### config.mk
export PLATFORM = sky130hd
export DESIGN_NAME = if_prefetch_queue
export DESIGN_NICKNAME = d
export VERILOG_FILES = /design/src/rtl/if_prefetch_queue_pkg.sv /design/src/rtl/inst_queue_fifo.sv /design/src/rtl/if_prefetch_queue.sv
export SDC_FILE = /design/constraint.sdc
export NUM_CORES = 1
export LEC_CHECK = 0
export ABC_AREA = 1
export CAP_MARGIN = 20
export CORE_MARGIN = 2
export CORE_UTILIZATION = 30
export CTS_CLUSTER_DIAMETER = 120
export CTS_CLUSTER_SIZE = 14
export DETAILED_ROUTE_END_ITERATION = 6
export PLACE_DENSITY = 0.52
export SLEW_MARGIN = 20
export SYNTH_ARGS = -nofsm -noshare
export SYNTH_HDL_FRONTEND = slang
export SYNTH_SLANG_ARGS = --single-unit
export TNS_END_PERCENT = 20
### constraint.sdc
create_clock -name clk -period 4.7 [get_ports clk]
set_input_delay 0.94 -clock clk [delete_from_list [all_inputs] [get_ports clk]]
set_output_delay 0.94 -clock clk [all_outputs]
set_load 0.02 [all_outputs]
### src/rtl/if_prefetch_queue_pkg.sv
// Shared constants for the instruction prefetch queue: default widths,
// the fetch stride and the queue occupancy counter width.
package if_prefetch_queue_pkg;

    localparam int DEF_ADDR_W = 32;
    localparam int DEF_INST_W = 32;
    localparam int DEF_DEPTH  = 4;

    // Byte distance between consecutive fetch addresses.
    localparam int PC_STEP    = 4;

    // The count must represent 0..depth inclusive, hence one extra bit.
    function automatic int cnt_width(input int depth);
        return $clog2(depth) + 1;
    endfunction

endpackage

### src/rtl/inst_queue_fifo.sv
// Synchronous circular FIFO holding {pc, inst} entries for the prefetch
// queue. Flush empties it in one edge. The head entry is read straight
// from storage and forced to zero while the FIFO is empty, so stale
// contents never reach the decode side.
module inst_queue_fifo
    import if_prefetch_queue_pkg::*;
#(
    parameter int WIDTH = 64,
    parameter int DEPTH = 4
) (
    input  logic                         clk,
    input  logic                         rst,
    input  logic                         flush,
    input  logic                         push,
    input  logic [WIDTH-1:0]             wdata,
    input  logic                         pop,
    output logic [WIDTH-1:0]             rdata,
    output logic [cnt_width(DEPTH)-1:0]  count,
    output logic                         empty
);

    localparam int PTR_W = $clog2(DEPTH);
    localparam int CNT_W = cnt_width(DEPTH);
    localparam logic [CNT_W-1:0] FULL_CNT = CNT_W'(DEPTH);

    logic [WIDTH-1:0] mem [DEPTH];
    logic [PTR_W-1:0] rd_ptr;
    logic [PTR_W-1:0] wr_ptr;
    logic             full;
    logic             do_push;
    logic             do_pop;

    // Guard against overflow/underflow locally, and let flush win outright.
    always_comb begin
        empty   = (count == '0);
        full    = (count == FULL_CNT);
        do_push = push && !full && !flush;
        do_pop  = pop && !empty && !flush;
        rdata   = empty ? '0 : mem[rd_ptr];
    end

    // Pointer and occupancy bookkeeping; pointers wrap naturally (DEPTH is 2^n).
    always_ff @(posedge clk) begin
        if (rst || flush) begin
            rd_ptr <= '0;
            wr_ptr <= '0;
            count  <= '0;
        end else begin
            if (do_push) begin
                wr_ptr <= wr_ptr + PTR_W'(1);
            end
            if (do_pop) begin
                rd_ptr <= rd_ptr + PTR_W'(1);
            end
            case ({do_push, do_pop})
                2'b10:   count <= count + CNT_W'(1);
                2'b01:   count <= count - CNT_W'(1);
                default: count <= count;
            endcase
        end
    end

    // Entry storage; no reset needed because reads are masked while empty.
    always_ff @(posedge clk) begin
        if (do_push) begin
            mem[wr_ptr] <= wdata;
        end
    end

endmodule

### src/rtl/if_prefetch_queue.sv
// Instruction fetch prefetch queue. Issues sequential fetches to a ROM with
// one-cycle read latency, pairs each returning word with the address that
// requested it, and buffers up to DEPTH entries for decode. A fetch is only
// issued when the queue plus the single outstanding request still fit, so
// the returning word always has a slot. Redirect flushes everything, drops
// the word arriving that cycle, and restarts fetching at redirect_pc.
module if_prefetch_queue
    import if_prefetch_queue_pkg::*;
#(
    parameter int                ADDR_W   = DEF_ADDR_W,
    parameter int                INST_W   = DEF_INST_W,
    parameter int                DEPTH    = DEF_DEPTH,
    parameter logic [ADDR_W-1:0] RESET_PC = '0
) (
    input  logic              clk,
    input  logic              rst,
    output logic              rom_ce,
    output logic [ADDR_W-1:0] rom_addr,
    input  logic [INST_W-1:0] rom_inst,
    input  logic              stall,
    input  logic              redirect,
    input  logic [ADDR_W-1:0] redirect_pc,
    output logic              out_valid,
    output logic [ADDR_W-1:0] out_pc,
    output logic [INST_W-1:0] out_inst
);

    localparam int CNT_W = cnt_width(DEPTH);
    localparam int OCC_W = CNT_W + 1;
    localparam logic [OCC_W-1:0] DEPTH_OCC = OCC_W'(DEPTH);

    logic [ADDR_W-1:0]        fetch_pc;
    logic                     inflight_q;
    logic [ADDR_W-1:0]        inflight_pc_q;
    logic [CNT_W-1:0]         count;
    logic                     fifo_empty;
    logic [ADDR_W+INST_W-1:0] head;
    logic [OCC_W-1:0]         occupancy;
    logic                     issue;
    logic                     enq;
    logic                     deq;

    // Issue/enqueue/dequeue decisions; redirect dominates all of them.
    always_comb begin
        occupancy = {1'b0, count} + {{CNT_W{1'b0}}, inflight_q};
        issue     = !rst && !redirect && (occupancy < DEPTH_OCC);
        enq       = inflight_q && !redirect;
        deq       = !fifo_empty && !stall && !redirect;
    end

    assign rom_ce   = issue;
    assign rom_addr = fetch_pc;

    // Fetch address and the record of the single outstanding ROM request.
    always_ff @(posedge clk) begin
        if (rst) begin
            fetch_pc      <= RESET_PC;
            inflight_q    <= 1'b0;
            inflight_pc_q <= '0;
        end else if (redirect) begin
            fetch_pc      <= redirect_pc;
            inflight_q    <= 1'b0;
        end else if (issue) begin
            inflight_q    <= 1'b1;
            inflight_pc_q <= fetch_pc;
            fetch_pc      <= fetch_pc + ADDR_W'(PC_STEP);
        end else begin
            inflight_q    <= 1'b0;
        end
    end

    inst_queue_fifo #(
        .WIDTH (ADDR_W + INST_W),
        .DEPTH (DEPTH)
    ) u_fifo (
        .clk   (clk),
        .rst   (rst),
        .flush (redirect),
        .push  (enq),
        .wdata ({inflight_pc_q, rom_inst}),
        .pop   (deq),
        .rdata (head),
        .count (count),
        .empty (fifo_empty)
    );

    assign out_valid = !fifo_empty;
    assign out_pc    = head[ADDR_W+INST_W-1:INST_W];
    assign out_inst  = head[INST_W-1:0];

endmodule

== After elaboration in Yosys (flattened, before gate mapping) ==
Memories as Yosys holds them, arrays and structs flattened. A register that Yosys moved wholly into a read port is not among the register bits.
Index checks and enable logic that the tools add are counted.

* $add $sub $neg: 6
* $mul: 0
* Div/mod/pow operators: 0
* Magnitude comparators: 1
* Eq/ne operators: 3
* Shift operators: 0
* Mux-type cells: 9
* Bitwise operators: 1
* Reductions and logical operators: 20

{| class="wikitable"
|+ Operator list
! operator !! count
|-
| two-way mux 32 bit || 2
|-
| two-way mux 64 bit || 1
|-
| adder 32 x 3 -> 32 bit (second input constant) || 1
|-
| logical AND 1 bit || 9
|-
| case mux 3 bit (2 select lines) || 1
|-
| zero test 1 bit || 5
|-
| adder 2 x 1 -> 2 bit (second input constant) || 2
|-
| adder 3 x 1 -> 4 bit || 1
|-
| less-than comparator 4 x 3 -> 1 bit (second input constant) || 1
|-
| two-way mux 2 bit || 2
|-
| nonzero test 2 bit || 2
|-
| adder 3 x 1 -> 3 bit (second input constant) || 1
|-
| == test 3 bit (second input constant) || 1
|-
| zero test 3 bit || 1
|-
| two-way mux 1 bit || 3
|-
| subtractor 3 x 1 -> 3 bit (second input constant) || 1
|-
| == test 2 x 1 -> 1 bit (second input constant) || 1
|-
| == test 2 bit (second input constant) || 1
|-
| AND reduction 2 bit || 1
|-
| OR reduction 2 bit || 1
|-
| logical OR 1 bit || 1
|-
| inverter 1 bit || 1
|}

* Flip-flop bits (word level): 72
* Latch bits: 0
* Memory bits (writable): 256
* ROM bits: 0
* Output and inout port bits: 98
* Memories kept: 1

{| class="wikitable"
|+ Memory list
! name !! depth !! width !! rd ports !! clocked after memory_dff !! wr ports !! line !! source
|-
| u_fifo.mem || 4 || 64 || 1 || 1 || 1 || inst_queue_fifo.sv:26 || <nowiki>logic [WIDTH-1:0] mem [DEPTH];</nowiki>
|}

== Logic depth before layout (Yosys ltp) ==
Gate-level depths: netlist (run 1).

* Word-level depth: 8
* Mapped depth: 10
* Mapped depth without buffers: 10

== Cells and area by module ==
Synthesis (run 1) repeated with hierarchy kept, for this count alone.

* Cells, all modules: 1332
* Area total of the unflattened synthesis: 13825.8 um^2

{| class="wikitable"
|+ By module, submodules not included
! module !! instances !! cells an instance !! area each (um^2)
|-
| inst_queue_fifo || 1 || 828 || 10418.7
|-
| if_prefetch_queue || 1 || 504 || 3407.0
|}

== Worst setup path after synthesis (run 1) ==
OpenSTA, ideal clock, no wires.

* Path kind: input to register
* From: in redirect
* To: mem u_fifo.mem[0][0], enable pin
* Setup time: 0.487 ns
* Arrival time: 4.135 ns
* Setup slack: 0.078 ns
* Cell stages on the path: 4
* Path buffers: 1
* Cell sequence: buf_6 inv_1 nand3_1 nor2_1

* Word-level cells in the longest chain between the ends: 6

{| class="wikitable"
|+ RTL lines
! element !! line !! source
|-
| from (decl) || if_prefetch_queue.sv:21 || <nowiki>input logic redirect,</nowiki>
|-
| zero test 1 bit (*) || inst_queue_fifo.sv:37, if_prefetch_queue.sv:47 ||
|-
| logical AND 1 bit || if_prefetch_queue.sv:47 || <nowiki>enq = inflight_q && !redirect;</nowiki>
|-
| logical AND 1 bit || inst_queue_fifo.sv:37 || <nowiki>do_push = push && !full && !flush;</nowiki>
|-
| logical AND 1 bit (*) || inst_queue_fifo.sv:37 ||
|-
| two-way mux 1 bit (*) || inst_queue_fifo.sv:65 || <nowiki>if (do_push) begin</nowiki>
|-
| two-way mux 1 bit (not written as such) (*) || inst_queue_fifo.sv:66 || <nowiki>mem[wr_ptr] <= wdata;</nowiki>
|-
| to (decl) || inst_queue_fifo.sv:26 ||
|}

Every way passes the cells marked *; elsewhere a longest branch is shown, timed or not.

==> results of run 1 <==
-- registers in the layout, summed over array words and instances (netlist names), named ones only --
name and count:
u_fifo.mem 256, u_fifo.wr_ptr 2, inflight_q 1, u_fifo.rd_ptr 2, rom_addr 32, inflight_pc_q 32, u_fifo.count 3
-- synth_stat cells, drive strengths merged --
library cell    n
a211oi          8
nand3          49
xor2            6
a21oi          93
or2             1
buf            42
clkbuf         28
nand4           3
dfxtp          74
a21boi          1
a22oi           1
fa              1
nand2         130
inv            87
a31oi           3
o211ai          2
ha              6
edfxtp        256
nor2          360
nor3           16
o21ai         168
and3            1
-- worst max-delay path, stage by stage (launching register included) --
cell	delay, ns
dfxtp_4	0.64
buf_4	0.55
nor2_1	0.10
nor2_1	0.10
o21ai_0	0.12
a21oi_1	0.20
clkdlybuf4s50_1	0.73
-- through the flow --
step	cells	power, W	worst slack [ns]	instance area [µm²]	utilization (%)
after floorplan	1336	0.00350	0.0782	13700	-
after detailed placement	2053	0.00371	0.772	16000	35.5
final	2102	0.00571	0.743	16800	37.2
after global placement	2053	0.00371	0.862	16000	35.5
after global routing	2101	0.00595	0.467	16800	37.2
after CTS	2101	0.00581	0.178	16800	37.2
-- worst max path at each step --
stage               slack, ns     start                    endpoint  cells after the start
global route             0.47  register                  out_pc[16]                      6
finish                   0.74  register                  out_pc[16]                      6
global placement         0.86  register                 out_inst[4]                      5
CTS                      0.18  register                 out_inst[4]                      5
detailed placement       0.77  register                 out_inst[4]                      5
floorplan                0.08  redirect  u_fifo.mem[0][0]$_DFFE_PP_                      4
-- what timing repair did --
item                                    in CTS  in global routing
resized for setup                            0                  1
endpoints found under the hold margin        0                  0
endpoints found under the setup margin       0                 16
-- final cells by class --
| type | count | area, µm² |
|---|---|---|
| flip-flops and latches | 330 | 9170 |
| well taps | 600 | 751 |
| multi-input cells | 849 | 3900 |
| diodes | 1 | 2.50 |
| repair buffers | 187 | 1880 |
| clock inverters | 1 | 8.76 |
| fillers | 4542 | 28400 |
| inverters | 87 | 329 |
| clock buffers | 47 | 751 |
-- per-layer routing --
metal,track usage [%],wire length [µm]
met1,20.5,16500
met2,23.4,15900
met3,2.68,1940
met4,3.63,645
met5,0,0
-- logic make-up (layout without fill, tap and decap cells) --
kind of cell,after synthesis,in the layout
AND/OR/NAND/NOR,560,560
flip-flops,330,330
XOR/XNOR,6,6
AO/OA/AOI/OAI,276,276
buffers and inverters,157,322
other,0,1
adder cells (fa/ha/maj),7,7
-- report_power, final --
group / total, W / internal [W] / switching (W) / leakage, nW
registers: 0.00326 / 0.00320 / 0.0000598 / 3.00
clock network: 0.00207 / 0.00108 / 0.000992 / 0.360
logic: 0.000387 / 0.000166 / 0.000221 / 2.49
==> metrics.md, run 1 <==
| Metric | Value |
|---|---|
| Status | `finished clean` |
| Gr ovfl total | `0` |
| Reg-to-Reg Start | `u_fifo.count[0]$_SDFFE_PP0P_` |
| Drt total wl | `approximately 35000 µm` |
| Final HPWL DP | `around 22000 µm` |
| Avg Inst Size Synth | `10.2 µm²` |
| H-Tree Depth | `1` |
| Final min period | `roughly 4.0 ns` |
| Mux share of post-synthesis cell area | `0%` |
| Syn Nets | `roughly 1.4k` |
| Clock Tree Buf Depth | `3` |
| Worst slew pin tran | `between 0.9 and 1 ns` |
| Compound-gate portion of the synthesized area | `roughly 10%` |
| Hold path cells | `2` |
| CP endpoint kind | `output port` |
| Vias | `9696` |
| Setup CP Type | `reg2out` |
| Root buf cell | `clkbuf_16` |
| TritonCTS Buffers | `27` |
| Crit-path max FO | `slightly below 50` |
| Yosys cell types | `32` |
| Horiz. Die Dim | `roughly 220 µm` |
| Routability cong. | `between 0.8 and 0.9` |
| Vias per cell | `around 4.6` |
| DR pass1 iterations | `5` |
| Leading cell type in the layout, fill and taps excluded | `nor2_1` |
| All-Layer GR Usage | `14.6%` |
| DRT iter0 DRCs | `544` |
| Synth area leaders | `edfxtp_1 56%, dfxtp_1 11%, nor2_1 9.4%, o21ai_0 6.0%, nand2_1 3.5%` |
| Req. time, crit path | `3.76 ns` |
| Post-synth design cell area | `13700 µm²` |
| Count of final hold-check violations | `0` |
| Avg WL per Cell | `around 17 µm` |
| CP Data Arrival Time | `3.02 ns` |
| Reg-to-reg setup timing slack | `2.20 ns` |
| XOR/XNOR Fraction of Synth Area | `less than 1%` |
| Fmax | `~250 MHz` |
| RSZ-0062 raised after global routing | `false` |
| Post-synthesis adder-cell area fraction | `less than 1%` |
| Final #Nets | `around 1.6k` |
| Worst-path clk slew | `around 0.07 ns` |
| Slew HR | `39.1%` |
| Power per cell area | `~340 nW/µm²` |
| Clock skew | `0.0116 ns` |
| Core ar. | `approximately 45000 µm²` |
| Sequential area share after synthesis | `67.0%` |
| Initial Util | `a little under a third` |
| Antenna-violating nets left | `0` |
| R2R depth | `9` |
| Synth top area share | `56.2%` |
| Yosys warns | `0` |
| Register bit count reported by yosys | `between 300 and 400` |
| Largest net degree at the start of global routing | `75` |
| I/O Buffers | `165` |
| Final hold slack | `between 0.4 and 0.5 ns` |
| Worst setup SP type | `register` |
| Setup violators final | `0` |
| Setup_tns | `0 ns` |
| Period utilization | `around 84%` |
| Leakage power | `about 5.8 nW` |
| Proportion of layout cells with a drive suffix above 1 | `approximately 5.5%` |
| Mapped Cells | `1336` |
| Die area | `between 40000 and 50000 µm²` |
| Maximum vdd drop | `223 µV` |
| Cts hold-fix bufs | `0` |
| DRC Markers | `0` |
| Initial antenna violation count | `0` |
| Worst skew pair latency | `roughly 0.55 ns` |
| Area leader, netlist | `edfxtp_1` |
| First-pass GRT wire length | `between 50000 and 60000 µm` |
| Post-Synth Simple-Gate Area | `approximately 17%` |
| Hold crit path type | `reg2reg` |
| Number of global-route vias before repair | `~9.3k` |
| Setup bufs post-CTS | `0` |
| Max-slew violation count | `0` |
| Hold path start | `u_fifo.rd_ptr[1]$_SDFFE_PP0P_` |
| Largest family of logic cells by synthesized area | `simple AND/OR/NAND/NOR gates` |
| Area grow syn2layout | `22.7%` |
| Die Y | `around 220 µm` |
| IO Pins | `roughly 170` |
| Commonest cells after routing, fill and taps aside | `339 x nor2_1, 256 x edfxtp_1, 165 x o21ai_0, 165 x clkdlybuf4s50_1, 129 x nand2_1` |
| Total clock sinks | `330` |
| Cell Rows | `slightly below 80` |
| TritonCTS clock tree | `built` |
| Reg-to-Reg End | `rom_addr[13]$_SDFFE_PP0N_` |
| Max-cap violation count | `0` |
Power figures use the tool's default switching activity.
==> run 2: changes to the inputs <==
Clock period 4.7 ns to 3.18 ns, I/O delays scaled along.
==> run 2 against run 1 <==
Effect of this change:
- first-iteration DRC count rose by 0.37%
- die area unchanged
- power up 48%
- utilization increased by 0.43 points
- sequential power is 48% higher
- global-route usage is essentially flat
- final area up 1.2%
- count of clock-buffer cells in the layout did not move
- critical path depth unchanged
- sequential cell count stayed put
==> metrics.md, run 2 (same netlist as run 1, synthesis figures left out) <==
| Metric | Value |
|---|---|
| Status | `finished clean` |
| Worst-path clk slew | `0.07 ns` |
| Die area | `47300 µm²` |
| Worst setup SP type | `register` |
| TritonCTS Buffers | `27` |
| Root buf cell | `clkbuf_16` |
| Power per cell area | `~500 nW/µm²` |
| Worst skew pair latency | `0.55 ns` |
| Clock skew | `about 0.0086 ns` |
| Leading cell type in the layout, fill and taps excluded | `nor2_1` |
| Largest net degree at the start of global routing | `67` |
| Setup CP Type | `reg2out` |
| DRC Markers | `0` |
| Design area | `17000 µm²` |
| Setup violators final | `0` |
| DRT iter0 DRCs | `~550` |
| Area grow syn2layout | `24.1%` |
| CP endpoint kind | `output port` |
| Max-slew violation count | `0` |
| Final Util | `37.6%` |
| Post_cts resized | `2` |
| Total clock sinks | `330` |
| I/O Buffers | `around 170` |
| DR pass1 iterations | `5` |
| IO Pins | `166` |
| Leakage power | `about 6.2 nW` |
| N_diodes | `0` |
| All-Layer GR Usage | `14.6%` |
| Initial Util | `30.3%` |
| Clock Tree Buf Depth | `3` |
| Count of final hold-check violations | `0` |
| Commonest cells after routing, fill and taps aside | `339 x nor2_1, 256 x edfxtp_1, 165 x o21ai_0, 140 x clkdlybuf4s50_1, 129 x nand2_1` |
| Max-cap violation count | `0` |
| Vias per cell | `around 4.6` |
| Area of the multi-input gates | `around 4000 µm²` |
| Fmax | `about 330 MHz` |
| Proportion of layout cells with a drive suffix above 1 | `between 6 and 7%` |
| Maximum vdd drop | `between 300 and 400 µV` |
| Post-DP Area | `roughly 16000 µm²` |
| Final min period | `3.05 ns` |
| Gr ovfl total | `0` |
| Req. time, crit path | `between 2 and 3 ns` |
| Number of global-route vias before repair | `around 9.2k` |
| Cts hold-fix bufs | `0` |
| Largest register by flop count | `u_fifo.mem` |
| H-Tree Depth | `1` |
| Drt total wl | `between 30000 and 40000 µm` |
| CP Data Arrival Time | `between 2 and 2.5 ns` |
| Storage cell area | `around 9200 µm²` |
| Number of fill cells | `around 4.5k` |
| Core ar. | `45200 µm²` |
| Worst slew pin tran | `0.794 ns` |
| TritonCTS clock tree | `built` |
| Die Y | `roughly 220 µm` |
| Pre-CTS WS | `about 0.35 ns` |
| First-pass GRT wire length | `approximately 54000 µm` |
| Total power | `between 0.008 and 0.009 W` |
| Slew HR | `a little under half` |
| Final #Nets | `~1.6k` |
| RSZ-0062 raised after global routing | `true` |
| Avg WL per Cell | `around 17 µm` |
| Vias | `9621` |
| Initial antenna violation count | `0` |
| Cell Rows | `78` |
| Period utilization | `a little over nine tenths` |
| Hold crit path type | `reg2reg` |
| Routability cong. | `0.850` |
| Horiz. Die Dim | `between 200 and 250 µm` |
| Max reg flops | `between 200 and 300` |
| Antenna-violating nets left | `0` |
| Setup bufs post-CTS | `0` |
| PnR worst setup slack | `roughly 0.13 ns` |
| Final HPWL DP | `roughly 21000 µm` |
| Crit-path max FO | `53` |
## run 2: cell types whose count changed in the layout (fill, tap and decap cells not counted), sizes merged
cell / delta
buf: +14
clkdlybuf4s50: -25
clkinv: +1
diode: -1
dlygate4sd2: +1
dlymetal6s2s: +16
inv: -1
## run 2: final timing paths
check / startpoint / end / slack, ns / cells past startpoint
min reg2reg: u_fifo.rd_ptr[0]$_SDFFE_PP0P_ / register / 0.48 / 1
min: u_fifo.rd_ptr[0]$_SDFFE_PP0P_ / register / 0.48 / 1
max: register / out_pc[5] / 0.13 / 6
max reg2reg: u_fifo.count[0]$_SDFFE_PP0P_ / u_fifo.count[2]$_SDFFE_PP0P_ / 0.92 / 10
## run 2: per-layer routing
layer  global-route usage [%]  wire, µm  vias to the layer above
li1                         -         -                     4839
met1                     20.5     16700                     4534
met3                     2.30      1710                       44
met2                     23.2     15800                      204
met5                        0         0                        -
met4                     4.32       854                        0
## run 2: final cells by class
type | count | area share, %
multi-input cells | 849 | 23.0
repair buffers | 193 | 12.2
flip-flops and latches | 330 | 54.0
clock buffers | 47 | 4.42
clock inverters | 1 | 0.0516
inverters | 87 | 1.93
well taps | 600 | 4.42
## run 2: power by group
part           switching, W  total [W]  internal [W]
logic              0.000333   0.000586      0.000253
clock network       0.00147    0.00307       0.00159
registers         0.0000877    0.00481       0.00472
total               0.00189    0.00846       0.00657
## run 2: critical path: stages, from the launching register on
cell and delay [ns]:
dfxtp_4 0.44, buf_12 0.26, nor2_1 0.08, nor2_1 0.08, o21ai_0 0.11, a21oi_1 0.19
clkdlybuf4s50_1 0.65
## run 2: stage by stage
| stage | std cells | setup TNS [ns] | hold slack, ns |
|---|---|---|---|
| after floorplan | 1336 | -32.80 | 0.436 |
| after global placement | 2059 | 0 | 0.451 |
| after detailed placement | 2059 | 0 | 0.460 |
| after CTS | 2107 | 0 | 0.479 |
| after global routing | 2107 | -0.000373 | 0.512 |
| final | 2107 | 0 | 0.475 |
